File: src/rtl/vote_pkg.sv
// Shared types and defaults for the vote_tally block.
// The optional VOTE_TIE_DETECT_EN build is handled in vote_max_scan and vote_tally.
package vote_pkg;

  localparam int DEF_NUM_CAND = 4;
  localparam int DEF_CNT_W    = 8;

  typedef enum logic [1:0] {
    VOTE   = 2'd0,
    SCAN   = 2'd1,
    RESULT = 2'd2
  } vote_state_e;

  // Index width that stays legal even for a single-entry range.
  function automatic int idx_w(input int n);
    return ($clog2(n) < 1) ? 1 : $clog2(n);
  endfunction

endpackage

File: src/rtl/vote_tally_if.sv
// Ballot inputs and tally/result outputs of vote_tally, grouped as one bundle.
// master drives the ballot side, slave is the tally block.
interface vote_tally_if import vote_pkg::*; #(
  parameter int NUM_CAND = DEF_NUM_CAND,
  parameter int CNT_W    = DEF_CNT_W
);

  logic                                mode;
  logic [NUM_CAND-1:0]                 cand_valid_vote;
  logic [NUM_CAND*CNT_W-1:0]           cand_vote_recvd;
  logic [CNT_W+$clog2(NUM_CAND)-1:0]   total_votes;
  logic                                vote_accept;
  logic                                vote_reject;
  logic                                overflow;
  logic [idx_w(NUM_CAND)-1:0]          winner_idx;
  logic                                winner_valid;
  logic                                tie;

  modport master (
    output mode, cand_valid_vote,
    input  cand_vote_recvd, total_votes, vote_accept, vote_reject,
           overflow, winner_idx, winner_valid, tie
  );

  modport slave (
    input  mode, cand_valid_vote,
    output cand_vote_recvd, total_votes, vote_accept, vote_reject,
           overflow, winner_idx, winner_valid, tie
  );

endinterface

File: src/rtl/vote_max_scan.sv
// Sequential argmax over the packed tallies, one candidate per clock; lowest index wins ties.
// With VOTE_TIE_DETECT_EN defined it also reports whether another candidate equals the maximum.
module vote_max_scan import vote_pkg::*; #(
  parameter int NUM_CAND = DEF_NUM_CAND,
  parameter int CNT_W    = DEF_CNT_W
) (
  input  logic                          clock,
  input  logic                          reset,
  input  logic                          start,
  input  logic                          abort,
  input  logic [NUM_CAND*CNT_W-1:0]     tallies,
  output logic                          done,
  output logic [idx_w(NUM_CAND)-1:0]    best_idx,
  output logic                          tie
);

  localparam int             IW   = idx_w(NUM_CAND);
  localparam logic [IW-1:0]  LAST = IW'(NUM_CAND - 1);

  logic [CNT_W-1:0] tv [NUM_CAND];
  logic [CNT_W-1:0] cur;
  logic [CNT_W-1:0] best_q, best_d;
  logic [IW-1:0]    idx_q, idx_d;
  logic [IW-1:0]    best_idx_q, best_idx_d;
  logic             active_q, active_d;
  logic             take;

  // best_idx/tie are the values including the candidate processed this cycle, valid with done.
  always_comb begin
    for (int i = 0; i < NUM_CAND; i++) tv[i] = tallies[i*CNT_W +: CNT_W];
    cur        = tv[idx_q];
    done       = active_q && (idx_q == LAST);
    take       = (idx_q == '0) || (cur > best_q);
    best_idx   = take ? idx_q : best_idx_q;
    active_d   = active_q;
    idx_d      = idx_q;
    best_d     = best_q;
    best_idx_d = best_idx_q;
    if (abort) begin
      active_d = 1'b0;
    end else if (start) begin
      active_d   = 1'b1;
      idx_d      = '0;
      best_d     = '0;
      best_idx_d = '0;
    end else if (active_q) begin
      active_d   = !done;
      if (!done) idx_d = idx_q + 1'b1;
      if (take) best_d = cur;
      best_idx_d = best_idx;
    end
  end

  always_ff @(posedge clock) begin
    if (reset) begin
      active_q   <= 1'b0;
      idx_q      <= '0;
      best_q     <= '0;
      best_idx_q <= '0;
    end else begin
      active_q   <= active_d;
      idx_q      <= idx_d;
      best_q     <= best_d;
      best_idx_q <= best_idx_d;
    end
  end

`ifdef VOTE_TIE_DETECT_EN
  logic tie_q, tie_d;

  always_comb begin
    tie   = take ? 1'b0 : (tie_q | (cur == best_q));
    tie_d = tie_q;
    if (start) tie_d = 1'b0;
    else if (active_q) tie_d = tie;
  end

  always_ff @(posedge clock) begin
    if (reset) tie_q <= 1'b0;
    else       tie_q <= tie_d;
  end
`else
  assign tie = 1'b0;
`endif

endmodule

File: src/rtl/vote_tally.sv
// Ballot counter: press edge detect, vote qualification, saturating tallies and poll FSM.
// Tie reporting is built only when VOTE_TIE_DETECT_EN is defined; otherwise tie stays 0.
//   state  | meaning
//   VOTE   | poll open, presses counted
//   SCAN   | poll closed, argmax walking the frozen tallies
//   RESULT | winner_idx/tie valid, winner_valid high
module vote_tally import vote_pkg::*; #(
  parameter int NUM_CAND = DEF_NUM_CAND,
  parameter int CNT_W    = DEF_CNT_W
) (
  input logic         clock,
  input logic         reset,
  vote_tally_if.slave bus
);

  localparam int               IW    = idx_w(NUM_CAND);
  localparam int               TOT_W = CNT_W + $clog2(NUM_CAND);
  localparam logic [CNT_W-1:0] C_MAX = {CNT_W{1'b1}};

  vote_state_e               state_q, state_d;
  logic [NUM_CAND-1:0]       prev_q;
  logic [CNT_W-1:0]          tally_q [NUM_CAND];
  logic [CNT_W-1:0]          tally_d [NUM_CAND];
  logic [NUM_CAND*CNT_W-1:0] tally_vec;
  logic [TOT_W-1:0]          total_q, total_d;
  logic                      accept_q, accept_d, reject_q, reject_d;
  logic                      ovf_q, ovf_d, wv_q, wv_d, tie_q, tie_d;
  logic [IW-1:0]             widx_q, widx_d, sel, scan_idx;
  logic                      press, scan_start, scan_abort, scan_done, scan_tie;

  assign press      = (prev_q == '0) && (bus.cand_valid_vote != '0);
  assign scan_start = (state_q == VOTE) && bus.mode;
  assign scan_abort = (state_q == SCAN) && !bus.mode;

  always_comb begin
    sel = '0;
    for (int i = 0; i < NUM_CAND; i++) begin
      if (bus.cand_valid_vote[i]) sel = IW'(i);
      tally_vec[i*CNT_W +: CNT_W] = tally_q[i];
    end
  end

  vote_max_scan #(.NUM_CAND(NUM_CAND), .CNT_W(CNT_W)) u_scan (
    .clock    (clock),
    .reset    (reset),
    .start    (scan_start),
    .abort    (scan_abort),
    .tallies  (tally_vec),
    .done     (scan_done),
    .best_idx (scan_idx),
    .tie      (scan_tie)
  );

  always_comb begin
    state_d  = state_q;
    tally_d  = tally_q;
    total_d  = total_q;
    accept_d = 1'b0;
    reject_d = 1'b0;
    ovf_d    = ovf_q;
    wv_d     = wv_q;
    widx_d   = widx_q;
    tie_d    = tie_q;

    // A press on the closing edge sees mode==1 here, so it is refused and the scan reads frozen tallies.
    if (press) begin
      if ((state_q == VOTE) && !bus.mode && $onehot(bus.cand_valid_vote)) begin
        if (tally_q[sel] == C_MAX) begin
          reject_d = 1'b1;
          ovf_d    = 1'b1;
        end else begin
          tally_d[sel] = tally_q[sel] + 1'b1;
          total_d      = total_q + 1'b1;
          accept_d     = 1'b1;
        end
      end else begin
        reject_d = 1'b1;
      end
    end

    case (state_q)
      VOTE: if (bus.mode) state_d = SCAN;
      SCAN: begin
        if (!bus.mode) begin
          state_d = VOTE;
        end else if (scan_done) begin
          state_d = RESULT;
          wv_d    = 1'b1;
          widx_d  = scan_idx;
          tie_d   = scan_tie;
        end
      end
      RESULT: begin
        if (!bus.mode) begin
          state_d = VOTE;
          wv_d    = 1'b0;
          tie_d   = 1'b0;
        end
      end
      default: state_d = VOTE;
    endcase
  end

  always_ff @(posedge clock) begin
    if (reset) begin
      state_q  <= VOTE;
      prev_q   <= '0;
      for (int i = 0; i < NUM_CAND; i++) tally_q[i] <= '0;
      total_q  <= '0;
      accept_q <= 1'b0;
      reject_q <= 1'b0;
      ovf_q    <= 1'b0;
      wv_q     <= 1'b0;
      widx_q   <= '0;
      tie_q    <= 1'b0;
    end else begin
      state_q  <= state_d;
      prev_q   <= bus.cand_valid_vote;
      tally_q  <= tally_d;
      total_q  <= total_d;
      accept_q <= accept_d;
      reject_q <= reject_d;
      ovf_q    <= ovf_d;
      wv_q     <= wv_d;
      widx_q   <= widx_d;
      tie_q    <= tie_d;
    end
  end

  assign bus.cand_vote_recvd = tally_vec;
  assign bus.total_votes     = total_q;
  assign bus.vote_accept     = accept_q;
  assign bus.vote_reject     = reject_q;
  assign bus.overflow        = ovf_q;
  assign bus.winner_idx      = widx_q;
  assign bus.winner_valid    = wv_q;
  assign bus.tie             = tie_q;

endmodule
File: src/flat_wrapper.sv
// flat-port wrapper written by rule: the top's interface ports become plain ports
module vote_tally_flat import vote_pkg::*;
#(
  parameter int NUM_CAND = DEF_NUM_CAND,
  parameter int CNT_W    = DEF_CNT_W
)
  (clock, reset, bus_mode, bus_cand_valid_vote, bus_cand_vote_recvd, bus_total_votes, bus_vote_accept, bus_vote_reject, bus_overflow, bus_winner_idx, bus_winner_valid, bus_tie);
  vote_tally_if #(.NUM_CAND(NUM_CAND), .CNT_W(CNT_W)) bus_i ();
  input logic clock;
  input logic reset;
  input wire logic [$bits(bus_i.mode)-1:0] bus_mode;
  input wire logic [$bits(bus_i.cand_valid_vote)-1:0] bus_cand_valid_vote;
  output wire logic [$bits(bus_i.cand_vote_recvd)-1:0] bus_cand_vote_recvd;
  output wire logic [$bits(bus_i.total_votes)-1:0] bus_total_votes;
  output wire logic [$bits(bus_i.vote_accept)-1:0] bus_vote_accept;
  output wire logic [$bits(bus_i.vote_reject)-1:0] bus_vote_reject;
  output wire logic [$bits(bus_i.overflow)-1:0] bus_overflow;
  output wire logic [$bits(bus_i.winner_idx)-1:0] bus_winner_idx;
  output wire logic [$bits(bus_i.winner_valid)-1:0] bus_winner_valid;
  output wire logic [$bits(bus_i.tie)-1:0] bus_tie;
  assign bus_i.mode = bus_mode;
  assign bus_i.cand_valid_vote = bus_cand_valid_vote;
  assign bus_cand_vote_recvd = bus_i.cand_vote_recvd;
  assign bus_total_votes = bus_i.total_votes;
  assign bus_vote_accept = bus_i.vote_accept;
  assign bus_vote_reject = bus_i.vote_reject;
  assign bus_overflow = bus_i.overflow;
  assign bus_winner_idx = bus_i.winner_idx;
  assign bus_winner_valid = bus_i.winner_valid;
  assign bus_tie = bus_i.tie;
  vote_tally #(.NUM_CAND(NUM_CAND), .CNT_W(CNT_W)) u_core (.clock(clock), .reset(reset), .bus(bus_i));
endmodule
File: config.mk
export PLATFORM = sky130hd
export DESIGN_NAME = vote_tally_flat
export DESIGN_NICKNAME = d
export VERILOG_FILES = /design/src/rtl/vote_pkg.sv /design/src/rtl/vote_tally_if.sv /design/src/rtl/vote_max_scan.sv /design/src/rtl/vote_tally.sv /design/src/flat_wrapper.sv
export SDC_FILE = /design/constraint.sdc
export NUM_CORES = 1
export LEC_CHECK = 0
export BUFFER_PORTS_ARGS = -buffer_cell sky130_fd_sc_hd__buf_4
export CORE_UTILIZATION = 50
export CTS_CLUSTER_DIAMETER = 150
export DETAILED_ROUTE_END_ITERATION = 10
export PLACE_DENSITY = 0.73
export RECOVER_POWER = 50
export SETUP_SLACK_MARGIN = 0.3
export SYNTH_ARGS = -nofsm -noshare
export SYNTH_HDL_FRONTEND = slang
export SYNTH_HIERARCHICAL = 1
export SYNTH_SLANG_ARGS = --single-unit
File: constraint.sdc
create_clock -name clock -period 8.2 [get_ports clock]
set_input_delay 0.82 -clock clock [delete_from_list [all_inputs] [get_ports clock]]
set_output_delay 0.82 -clock clock [all_outputs]
set_load 0.01 [all_outputs]
==> metrics.log, run 1 <==
[metrics] overall track demand over capacity in global routing: 0.249
[metrics] # H-tree levels: 3
[metrics] Netlist Area Pre-Place: between 3000 and 4000 um2
[metrics] number of instances in the synthesized netlist: ~410
[metrics] synth unique cells: 64
[metrics] instance count after placement with tap cells included: 540
[metrics] number of violations of the max-capacitance limit: 1
[metrics] share of synthesized registers carrying an async set or reset: 0
[metrics] count leader, synth: dfxtp_1
[metrics] clk slew on worst S/H paths: 0.07 ns
[metrics] unrepaired setup endpoints after global routing: no
[metrics] share of post-route cells with drive strength above 1: 0.103
[metrics] Peak supply drop: 0.0840 mV
[metrics] initial antenna violation count: 0
[metrics] synthesis-to-layout area growth: 11.5%
[metrics] relative contribution of the clock network to total power: 0.397
[metrics] pre-CTS worst setup slack: slightly below 4 ns
[metrics] number of buffers inserted for hold repair after clock tree synthesis: 0
[metrics] power consumption: just under 0.0007 W
[metrics] cells on worst reg2reg path: 7
[metrics] area of the placeable core: 7250 um2
[metrics] starting density of the core: 0.518
[metrics] top post-synthesis cells by count: dfxtp_1, nor2_1, inv_1
[metrics] arrival time at the worst endpoint: ~4.4 ns
[metrics] transition time at the pin with the least slew margin: 2.87 ns
[metrics] number of port buffers: 55
[metrics] number of cells on the worst hold path: 2
[metrics] clk_lat worst skew: roughly 0.33 ns
[metrics] # rows: 31
[metrics] Yosys warnings: 6
[metrics] failing checks: capacitance limit, slew limit
[metrics] number of gates resized after CTS: 0
[metrics] vias after detailed routing: between 3000 and 4000
[metrics] total clock sinks: 68
[metrics] fin. max-slew vios: 67
[metrics] proportion of netlist area held by the largest area contributor: 0.362
[metrics] worst hold-check path type: reg2reg
[metrics] Post-route DRC: 0
[metrics] count of TritonRoute iterations in the first routing pass: 4
[metrics] CP endpoint kind: flop
[metrics] EDFF count, synth: 0
[metrics] largest family of logic cells by synthesized area: simple AND/OR/NAND/NOR gates
[metrics] via density per instance: between 5 and 6
[metrics] sw power: 0.000170 W
[metrics] clock tree from TritonCTS: built
[metrics] post-synth top area cell: dfxtp_1
[metrics] fraction of the mapped netlist area in simple logic gates: 0.197
[metrics] Internal Power: slightly above 0.0005 W
[metrics] fraction of the yosys area taken by sequential cells: 0.362
[metrics] Iteration-0 DRC Markers: about 190
[metrics] number of buffers added by the clock tree synthesis step: 9
[metrics] Critical Path Start Type: input pin
[metrics] portion of total power attributed to sequential cells: 0.498
[metrics] ANT nets after route: 0
[metrics] Synth area leaders: dfxtp_1, mux2i_1, ha_1
[metrics] final hold violation count: 0
[metrics] share of cell area taken by muxes after synthesis: 0.112
[metrics] f_max: 0.238 GHz
[metrics] reported leakage power: 1.57 nW
[metrics] via count of the first global-routing pass: approximately 3000
[metrics] Post CTS Setup Buffer Count: 0
[metrics] compound-cell area share of the yosys netlist: 0.191
[metrics] critical path required time: 8.40 ns
[metrics] total routed wirelength: 9180 um
[metrics] total of flip-flops plus latches after synthesis: 68
[metrics] total congestion overflow: 0
[metrics] Die Wd: 88.7 um
[metrics] clock tree root buffer cell: clkbuf_8
[metrics] DPL Wire Length: between 6000 and 7000 um
[metrics] average wire length per cell after detail routing: 16.6 um
[metrics] DIE AREA: about 8000 um2
[metrics] Finished Layout Cells: between 500 and 600
[metrics] relative contribution of combinational cells to total power: 0.105
[metrics] parity-gate share of the synthesized area counting xor and xnor cells: 0.0210
[metrics] Diodes inserted: 0
[metrics] final clock skew: approximately 0.0081 ns
[metrics] fin nets: 475
[metrics] post-synth net total: about 430
[metrics] global placement routability congestion: 0.850
[metrics] Fin Setup TNS: 0 ns
[metrics] worst path setup slack after routing: about 4.0 ns
[metrics] largest buffer count on any clock path: 2
[metrics] Hold Path Origin: u_core/bus.winner_valid$_SDFFE_PP0P_
[metrics] final period demand of the worst path: 4.20 ns
[metrics] Critical R2R Launch: u_core/u_scan/idx_q[0]$_SDFFE_PP0P_
[metrics] ports placed on the boundary: 56
[metrics] Setup-failing EPs final: 0
[metrics] chip height: 88.7 um
[metrics] syn_area_per_cell: 9.28 um2
[metrics] result of the run: complete, but fails checks
[metrics] area share of fa/ha/maj cells after synthesis: 0.0553
[metrics] relative max-transition margin: -0.915
[metrics] setup slack, reg-to-reg: around 4.9 ns
[metrics] period utilisation layout: 0.513
[metrics] Worst Path Class, Setup: in2reg
[metrics] switching share of power: 0.249
[metrics] endpoint of the worst hold-timing path: u_core/bus.winner_valid$_SDFFE_PP0P_
[metrics] global-route wire length before repair: 14900 um
[metrics] top flip-flop cell by instance count after synthesis: dfxtp_1
[metrics] areal power density over the cells: 163 nW/um2
[metrics] pin count of the biggest net entering global routing: 67
[metrics] Max Fanout on Critical Path: 66
[metrics] end of the worst register-to-register path: u_core/u_scan/best_q[0]$_SDFFE_PP0P_
[layer usage]
metal | track usage | up-vias | routed length, um
li1 | - | 1562 | -
met3 | 0.0504 | 11 | 419
met1 | 0.327 | 1591 | 4190
met4 | 0.0894 | 0 | 128
met2 | 0.405 | 81 | 4440
met5 | 0 | - | 0
[logic make-up after synthesis]
group | count (synthesis)
other | 1
multiplexers | 33
flip-flops | 68
buffers and inverters | 51
AO/OA/AOI/OAI | 87
XOR/XNOR | 9
AND/OR/NAND/NOR | 140
adder cells (fa/ha/maj) | 16
[worst max path at each step]
stage | startpoint | end | depth (start not counted)
after floorplan | bus_cand_valid_vote[3] | u_core/bus.cand_vote_recvd[28]$_SDFFE_PP0P_ | 12
after global placement | bus_cand_valid_vote[3] | u_core/bus.total_votes[3]$_SDFFE_PP0P_ | 12
after detailed placement | bus_cand_valid_vote[3] | u_core/bus.cand_vote_recvd[12]$_SDFFE_PP0P_ | 12
after CTS | bus_cand_valid_vote[3] | u_core/bus.cand_vote_recvd[12]$_SDFFE_PP0P_ | 12
after global routing | reset | u_core/bus.cand_vote_recvd[6]$_SDFFE_PP0P_ | 5
final | reset | u_core/bus.cand_vote_recvd[14]$_SDFFE_PP0P_ | 5
[state kept, by name, summed over array words and instances (netlist names)]
name,cells
u_core/bus.winner_idx,2
u_core/u_scan/best_idx_q,2
u_core/bus.cand_vote_recvd,32
u_core/state_q,2
u_core/u_scan/best_q,8
u_core/bus.tie,1
u_core/bus.total_votes,10
u_core/bus.overflow,1
u_core/u_scan/idx_q,2
u_core/bus.vote_accept,1
u_core/bus.vote_reject,1
u_core/u_scan/active_q,1
u_core/prev_q,4
u_core/bus.winner_valid,1
[power by group through the flow]
| stage | logic (W) | clock network (W) | registers [W] |
|---|---|---|---|
| CTS | 0.0000723 | 0.000277 | 0.000341 |
| global placement | 0.0000699 | 0 | 0.000348 |
| detailed placement | 0.0000717 | 0 | 0.000348 |
| finish | 0.0000717 | 0.000271 | 0.000341 |
| global route | 0.0000779 | 0.000293 | 0.000342 |
| floorplan | 0.0000597 | 0 | 0.000345 |
[final cells by class]
cell class,count,area (um2)
well taps,99,124
clock inverters,2,35.0
fillers,711,3060
multi-input cells,286,2170
flip-flops and latches,68,1360
inverters,32,120
repair buffers,55,225
clock buffers,12,155
[metrics by stage]
step / area, um2 / util / hold WS [ns]
4_1_cts: 4380 / 0.604 / 0.473
2_1_floorplan: 3760 / - / 0.453
5_1_grt: 4190 / 0.578 / 0.509
3_3_place_gp: 4190 / 0.577 / 0.459
3_5_place_dp: 4190 / 0.577 / 0.463
6_report: 4190 / 0.578 / 0.472
[critical path, cell delays in order]
cell and delay, ns:
clkbuf_1 1.99, inv_1 0.86, o211a_1 0.33, nor2_1 0.23, o21ai_0 0.14
[cells in the final DEF, fill, tap and decap left out, types with 15 or more instances in the layout]
cell type | Yosys | layout
clkbuf_1 | 9 | 51
dfxtp_1 | 68 | 68
ha_1 | 15 | 15
inv_1 | 31 | 31
mux2i_1 | 24 | 24
nand2_1 | 15 | 15
nand3_1 | 16 | 16
nor2_1 | 47 | 47
nor2b_1 | 16 | 16
o21ai_0 | 17 | 17
No activity file was read; power rests on OpenSTA's default activity.
==> run 2: changes to the inputs <==
--- a/config.mk
+++ b/config.mk
@@ -5,11 +5,12 @@
 export SDC_FILE = /design/constraint.sdc
 export NUM_CORES = 1
 export LEC_CHECK = 0
+export ABC_AREA = 1
 export BUFFER_PORTS_ARGS = -buffer_cell sky130_fd_sc_hd__buf_4
 export CORE_UTILIZATION = 50
 export CTS_CLUSTER_DIAMETER = 150
 export DETAILED_ROUTE_END_ITERATION = 10
-export PLACE_DENSITY = 0.73
+export PLACE_DENSITY = 0.76
 export RECOVER_POWER = 50
 export SETUP_SLACK_MARGIN = 0.3
 export SYNTH_ARGS = -nofsm -noshare
==> constraint.sdc (replaced) <==
create_clock -name clock -period 3.47 [get_ports clock]
set_input_delay 0.347 -clock clock [delete_from_list [all_inputs] [get_ports clock]]
set_output_delay 0.347 -clock clock [all_outputs]
set_load 0.01 [all_outputs]
==> run 2 against run 1 <==
  * The flow still finishes with violations (capacitance limit, slew limit)
  * Largest power group unchanged
  * Non-clock buffer count is 3 higher
  * Via count is 22% higher
  * Sequential power is 140% higher
  * Global-route usage is 0.36 points lower
  * Critical endpoint is now u_core/bus.winner_idx[1]$_SDFFE_PP0P_
  * Total power grew to 2.5 times the previous value
  * Hold slack worse by 0.20 ns
  * Design area is 7.6% higher
  * Clock power is 140% higher
  * Critical path type is now reg2reg
  * Routed wire length is 8.7% higher
  * Die area is 9.5% higher
==> metrics.log, run 2 <==
[metrics] result of the run: complete, but fails checks
[metrics] failing checks: capacitance limit, slew limit
[metrics] Finished Layout Cells: 758 (+37%)
[metrics] fin. max-slew vios: 33 (-51%)
[metrics] global-route wire length before repair: 16700 um (+12%)
[metrics] Max Fanout on Critical Path: 19 (-71%)
[metrics] synthesis-to-layout area growth: 9.35%
[metrics] number of buffers added by the clock tree synthesis step: 9 (unchanged)
[metrics] largest buffer count on any clock path: 2 (unchanged)
[metrics] count leader, synth: nand2_1
[metrics] Fin Setup TNS: 0 ns (unchanged)
[metrics] portion of total power attributed to sequential cells: 0.466 (-0.032)
[metrics] syn_area_per_cell: 6.83 um2 (-26%)
[metrics] arrival time at the worst endpoint: 3.08 ns (-1.33 ns)
[metrics] via density per instance: 5.23 (-11%)
[metrics] sw power: 0.000519 W (+200%)
[metrics] total congestion overflow: 0 (unchanged)
[metrics] final hold violation count: 0 (unchanged)
[metrics] final core utilization: 0.574 (-0.00326)
[metrics] number of violations of the max-capacitance limit: 1 (unchanged)
[metrics] share of post-route cells with drive strength above 1: 0.107 (+0.00341)
[metrics] maximum single-stage delay on the critical path: 0.76 ns (-1.23 ns)
[metrics] Internal Power: 0.00122 W (+140%)
[metrics] number of gates resized after CTS: 0 (unchanged)
[metrics] switching share of power: 0.298 (+0.0496)
[metrics] clk_lat worst skew: 0.34 ns (about the same)
[metrics] # rows: 32 (+3.2%)
[metrics] via count of the first global-routing pass: 3678 (+20%)
[metrics] clock tree root buffer cell: clkbuf_8
[metrics] average wire length per cell after detail routing: 13.2 um (-21%)
[metrics] buffers plus inverters on the worst setup path: 2 (unchanged)
[metrics] number of buffers inserted for hold repair after clock tree synthesis: 0 (unchanged)
[metrics] Setup-failing EPs final: 0 (unchanged)
[metrics] DIE AREA: 8610 um2 (+9.5%)
[metrics] Yosys warnings: 6 (unchanged)
[metrics] Most common cell on crit path: nand2_1
[metrics] Worst Path Class, Setup: reg2reg
[metrics] clk slew on worst S/H paths: 0.08 ns (about the same)
[metrics] proportion of netlist area held by the largest area contributor: 0.330 (-0.0321)
[metrics] reported leakage power: 2.06 nW (+31%)
[metrics] top flip-flop cell by instance count after synthesis: dfxtp_1
[metrics] # H-tree levels: 3 (unchanged)
[metrics] DPL Wire Length: 7160 um (+13%)
[metrics] EDFF count, synth: 0 (unchanged)
[metrics] final period demand of the worst path: 2.83 ns
[metrics] critical path required time: 3.71 ns (-4.69 ns)
[metrics] vias after detailed routing: 3968 (+22%)
[metrics] post-synth net total: 627 (+46%)
[metrics] overall track demand over capacity in global routing: 0.245 (-0.00364)
[metrics] Post-route DRC: 0 (unchanged)
[metrics] Max stage delay cell, worst path: dfxtp_1
[metrics] clock tree from TritonCTS: built
[metrics] total clock sinks: 68 (unchanged)
[metrics] pin count of the biggest net entering global routing: 35 (-48%)
[metrics] relative contribution of combinational cells to total power: 0.165 (+0.060)
[metrics] initial antenna violation count: 0 (unchanged)
[metrics] worst path cell trace: inv_6 > o21ai_0 > o22ai_1 > ha_1 > nand2_1 > inv_1 > nand2_1 > nand2_1 > nand2_1 > nand2_1 > nand2_2 > nand2_2 > nand2_1 > and2_1 > o21ai_0 > nor2_1
[metrics] number of instances in the synthesized netlist: 604 (+49%)
[metrics] ports placed on the boundary: 56 (unchanged)
[metrics] f_max: 0.353 GHz
[metrics] Netlist Area Pre-Place: 4120 um2 (+9.7%)
[metrics] Die Wd: 92.8 um (+4.6%)
[metrics] relative max-transition margin: -0.135 (+0.780)
[metrics] Critical Path Start Type: flop
[metrics] relative contribution of the clock network to total power: 0.368 (-0.029)
[metrics] Peak supply drop: 0.163 mV (+94%)
[metrics] number of port buffers: 55 (unchanged)
[metrics] starting density of the core: 0.525 (+0.00732)
[metrics] period utilisation layout: 0.816
[metrics] ANT nets after route: 0 (unchanged)
[metrics] share of synthesized registers carrying an async set or reset: 0 (unchanged)
[metrics] leading cell types in the layout, fill and taps excluded: nand2_1, nor2_1, inv_1, dfxtp_1, clkbuf_1
[metrics] final clock skew: 0.0114 ns (+0.00321 ns)
[metrics] total of flip-flops plus latches after synthesis: 68 (unchanged)
[metrics] fin nets: 674 (+42%)
[metrics] area of the placeable core: 7850 um2 (+8.2%)
[metrics] areal power density over the cells: 386 nW/um2 (+140%)
[metrics] instance count after placement with tap cells included: 742 (+37%)
[metrics] CP endpoint kind: flop
[metrics] Diodes inserted: 0 (unchanged)
[metrics] worst hold-check path type: in2reg
[metrics] number of flip-flops in the largest register: 32 (unchanged)
[metrics] count of TritonRoute iterations in the first routing pass: 5 (+1)
[metrics] setup slack, reg-to-reg: 0.64 ns (-4.28 ns)
[metrics] unrepaired setup endpoints after global routing: no
[metrics] fraction of the yosys area taken by sequential cells: 0.330 (-0.0321)
[metrics] global placement routability congestion: 0.901 (+5.9%)
[metrics] top post-synthesis cells by count: nand2_1, nor2_1, inv_1
[metrics] chip height: 92.8 um (+4.6%)
[metrics] post-synth top area cell: dfxtp_1
[metrics] most common cell after layout, fill and taps aside: nand2_1
[metrics] top cell family by delay on the critical path: simple AND/OR/NAND/NOR gates
[metrics] Post CTS Setup Buffer Count: 0 (unchanged)
[metrics] synth unique cells: 43 (-33%)
[metrics] Iteration-0 DRC Markers: 261 (+35%)
[metrics] total routed wirelength: 9980 um (+8.7%)
[metrics] Synth area leaders: dfxtp_1, nand2_1, nor2_1
[metrics] transition time at the pin with the least slew margin: 1.70 ns (-1.17 ns)
run 2: stage by stage:
stage          area [um2]  worst slack (ns)  hold WS (ns)  total power, W
2_1_floorplan        4120             0.718         0.416         0.00106
3_3_place_gp         4510             0.458         0.441         0.00111
3_5_place_dp         4510             0.396         0.445         0.00112
4_1_cts              4700             0.642         0.263         0.00175
5_1_grt              4510             0.393         0.285         0.00183
6_report             4510             0.637         0.274         0.00174
run 2: final timing paths:
check | from | end | depth (start not counted)
setup / recovery | u_core/u_scan/idx_q[0]$_SDFFE_PP0P_ | u_core/bus.winner_idx[1]$_SDFFE_PP0P_ | 16
hold / removal | bus_cand_valid_vote[0] | u_core/prev_q[0]$_SDFF_PP0_ | 3
setup reg to reg | u_core/u_scan/idx_q[0]$_SDFFE_PP0P_ | u_core/bus.winner_idx[1]$_SDFFE_PP0P_ | 16
hold reg to reg | u_core/bus.overflow$_SDFFE_PP0P_ | u_core/bus.overflow$_SDFFE_PP0P_ | 2
run 2: tightest hold or removal path: stages:
cell    delay, ns
buf_4        0.08
inv_1        0.07
nor2_1       0.09
run 2: cells by family after synthesis:
kind of cell / share of synthesized area
buf+inv: 0.125
compound gates: 0.0956
other cells: 0.000910
simple gates: 0.379
flops: 0.330
xor+xnor: 0.0191
fa+ha+maj: 0.0504
run 2: routing by layer:
metal | wire length (um) | up-vias | share of wire | global-route usage
li1 | - | 1998 | - | -
met1 | 4320 | 1821 | 0.43 | 0.303
met2 | 4740 | 127 | 0.48 | 0.414
met3 | 673 | 22 | 0.067 | 0.0452
met4 | 243 | 0 | 0.024 | 0.106
met5 | 0 | - | 0 | 0
run 2: power groups by stage:
stage	Sequential, W	Combinational (W)	Clock [W]
after global routing	0.000813	0.000325	0.000694
after detailed placement	0.000829	0.000290	0
after global placement	0.000828	0.000284	0
after CTS	0.000811	0.000292	0.000652
after floorplan	0.000825	0.000231	0
final	0.000811	0.000287	0.000641
run 2: final cells by class:
| type | count | area, um2 |
|---|---|---|
| repair buffers | 58 | 244 |
| multi-input cells | 426 | 2250 |
| inverters | 88 | 335 |
| fillers | 787 | 3340 |
| well taps | 102 | 128 |
| flip-flops and latches | 68 | 1360 |
| clock buffers | 10 | 128 |
| clock inverters | 6 | 65.1 |
==> run 3: changes to the inputs <==
==> constraint.sdc (replaced) <==
create_clock -name clock -period 2.3 [get_ports clock]
set_input_delay 0.23 -clock clock [delete_from_list [all_inputs] [get_ports clock]]
set_output_delay 0.23 -clock clock [all_outputs]
set_load 0.01 [all_outputs]
==> run 3 against run 2 <==
  * The run ends with setup timing left
  * Sequential share of layout area down 6.3 points
  * Flip-flop and latch count unchanged
  * Clock skew down 0.0013 ns
  * First-iteration DRC count up 99%
  * Final cell count up 7.4%
  * Hold slack worse by 0.11 ns
  * Critical path type unchanged
  * Highest routed layer unchanged
==> metrics.log, run 3 (same netlist as run 2, synthesis figures left out) <==
[metrics] global placement routability congestion: 0.896 (-0.50%)
[metrics] Diodes inserted: 0 (unchanged)
[metrics] fin nets: 730 (+8.3%)
[metrics] ANT nets after route: 0 (unchanged)
[metrics] synthesis-to-layout area growth: 38.5%
[metrics] number of cells on the worst hold path: 3 (unchanged)
[metrics] endpoint of the worst hold-timing path: u_core/state_q[1]$_SDFFE_PP0P_
[metrics] critical path required time: 2.56 ns (-1.15 ns)
[metrics] starting density of the core: 0.525 (unchanged)
[metrics] instance count after placement with tap cells included: 769 (+3.6%)
[metrics] pin count of the biggest net entering global routing: 35 (unchanged)
[metrics] worst path setup slack after routing: -0.0445 ns (-0.682 ns)
[metrics] period utilisation layout: 1.02 (+0.203)
[metrics] total congestion overflow: 0 (unchanged)
[metrics] area after detailed placement: 4760 um2 (+5.7%)
[metrics] Post-route DRC: 0 (unchanged)
[metrics] overall track demand over capacity in global routing: 0.280 (+0.0352)
[metrics] end of the worst register-to-register path: u_core/bus.winner_idx[1]$_SDFFE_PP0P_
[metrics] DPL Wire Length: 7490 um (+4.5%)
[metrics] final hold violation count: 0 (unchanged)
[metrics] final period demand of the worst path: 2.34 ns (-0.488 ns)
[metrics] f_max: 0.427 GHz (+21%)
[metrics] clk_lat worst skew: 0.36 ns (+0.02 ns)
[metrics] reported leakage power: 2.50 nW (+21%)
[metrics] tightest hold margin: 0.162 ns (-0.112 ns)
[metrics] ports placed on the boundary: 56 (unchanged)
[metrics] fin. max-slew vios: 0 (-100%)
[metrics] cells on worst reg2reg path: 16 (unchanged)
[metrics] areal power density over the cells: 563 nW/um2 (+46%)
[metrics] final clock skew: 0.0101 ns (-0.00129 ns)
[metrics] number of port buffers: 55 (unchanged)
[metrics] Setup-failing EPs final: 8 (+8)
[metrics] most common cell after layout, fill and taps aside: nand2_1
[metrics] Max Fanout on Critical Path: 5 (-14)
[metrics] number of flip-flops in the largest register: 32 (unchanged)
[metrics] vias after detailed routing: 4624 (+17%)
[metrics] initial antenna violation count: 0 (unchanged)
[metrics] average wire length per cell after detail routing: 17.0 um (+29%)
[metrics] total clock sinks: 68 (unchanged)
[metrics] # H-tree levels: 3 (unchanged)
[metrics] chip height: 92.8 um (unchanged)
[metrics] Critical Path Start Type: flop
[metrics] clk slew on worst S/H paths: 0.08 ns (about the same)
[metrics] total routed wirelength: 13800 um (+39%)
[metrics] global-route wire length before repair: 18700 um (+12%)
[metrics] worst hold-check path type: in2reg
[metrics] failing checks: setup timing
[metrics] Iteration-0 DRC Markers: 520 (+99%)
[metrics] count of TritonRoute iterations in the first routing pass: 6 (+1)
[metrics] Die Wd: 92.8 um (unchanged)
[metrics] final cell area excluding filler cells: 5710 um2 (+27%)
[metrics] via count of the first global-routing pass: 3956 (+7.6%)
[metrics] number of violations of the max-capacitance limit: 0 (-1)
[metrics] DIE AREA: 8610 um2 (unchanged)
[metrics] leading cell types in the layout, fill and taps excluded: nand2_1, nor2_1, inv_1, dfxtp_1, clkbuf_1
[metrics] Critical R2R Launch: u_core/u_scan/idx_q[0]$_SDFFE_PP0P_
[metrics] clock tree from TritonCTS: built
[metrics] setup slack, reg-to-reg: -0.04 ns (-0.68 ns)
[metrics] CP endpoint kind: flop
[metrics] area of the placeable core: 7850 um2 (unchanged)
[metrics] arrival time at the worst endpoint: 2.61 ns (-0.47 ns)
[metrics] Finished Layout Cells: 814 (+7.4%)
[metrics] share of post-route cells with drive strength above 1: 0.334 (+0.228)
[metrics] result of the run: complete, but fails checks
[metrics] unrepaired setup endpoints after global routing: yes
[metrics] largest buffer count on any clock path: 2 (unchanged)
[metrics] via density per instance: 5.68 (+8.5%)
[metrics] Hold Path Origin: bus_mode
[metrics] # rows: 32 (unchanged)
[metrics] clock tree root buffer cell: clkbuf_8
[metrics] Worst Path Class, Setup: reg2reg
[metrics] Peak supply drop: 0.270 mV (+66%)
[metrics] number of buffers inserted for hold repair after clock tree synthesis: 0 (unchanged)
[metrics] number of buffers added by the clock tree synthesis step: 9 (unchanged)
-- run 3: worst max-delay path by stage --
stage                                         from                                     endpoint  slack [ns]  cells past startpoint
2_1_floorplan               bus_cand_valid_vote[3]  u_core/bus.cand_vote_recvd[26]$_SDFFE_PP0P_       -0.12                     14
3_3_place_gp                bus_cand_valid_vote[0]  u_core/bus.cand_vote_recvd[31]$_SDFFE_PP0P_       -0.22                     14
3_5_place_dp                bus_cand_valid_vote[0]  u_core/bus.cand_vote_recvd[25]$_SDFFE_PP0P_       -0.24                     14
4_1_cts        u_core/u_scan/idx_q[1]$_SDFFE_PP0P_        u_core/bus.winner_idx[1]$_SDFFE_PP0P_        0.09                     13
5_1_grt        u_core/u_scan/idx_q[0]$_SDFFE_PP0P_         u_core/u_scan/best_q[7]$_SDFFE_PP0P_       -0.13                     15
6_report       u_core/u_scan/idx_q[0]$_SDFFE_PP0P_        u_core/bus.winner_idx[1]$_SDFFE_PP0P_       -0.04                     16
-- run 3: power by group --
part           internal (W)  switching (W)
logic              0.000290       0.000454
clock network      0.000727       0.000525
registers           0.00120      0.0000185
-- run 3: timing repair --
action	in CTS	in global routing
setup buffers	5	17
gates resized for setup	40	127
pin swaps	30	50
endpoints found under the setup margin	55	57
hold endpoints to repair	0	0
gates cloned	5	2
-- run 3: per-stage QoR --
step	worst slack (ns)	util	setup TNS, ns	power [W]
detailed placement	-0.244	0.607	-8.61	0.00175
global placement	-0.225	0.607	-7.44	0.00174
floorplan	-0.119	-	-3.78	0.00161
finish	-0.0445	0.727	-0.150	0.00322
CTS	0.0885	0.673	0	0.00307
global route	-0.128	0.727	-1.06	0.00333
-- run 3: worst max-delay path: stages, from the launching register on --
cell and delay (ns):
dfxtp_2 0.34, buf_12 0.14, buf_4 0.15, o21ai_1 0.20, o22ai_2 0.13, buf_6 0.15
ha_4 0.28, nand2_4 0.05, nor2_4 0.10, nand2_1 0.07, nand2_2 0.07, nand2_4 0.09
nand2_4 0.10, nand2_2 0.06, and2_1 0.14, o21ai_1 0.11, nor2_1 0.05
-- run 3: final cells by class --
class | count | area [um2]
multi-input combinational | 432 | 2820
fill | 598 | 2140
sequential | 68 | 1370
timing repair buffer | 107 | 772
inverter | 88 | 369
tap | 102 | 128
clock buffer | 9 | 124
clock inverter | 7 | 124
timing repair inverter | 1 | 5.00
-- run 3: routing by layer --
metal  GRT usage  vias to the layer above  part of all wire
met4       0.119                        0             0.041
met2       0.486                      245              0.49
met3      0.0460                       71             0.082
met1       0.340                     2193              0.39
li1            -                     2115                 -
met5           0                        -                 0
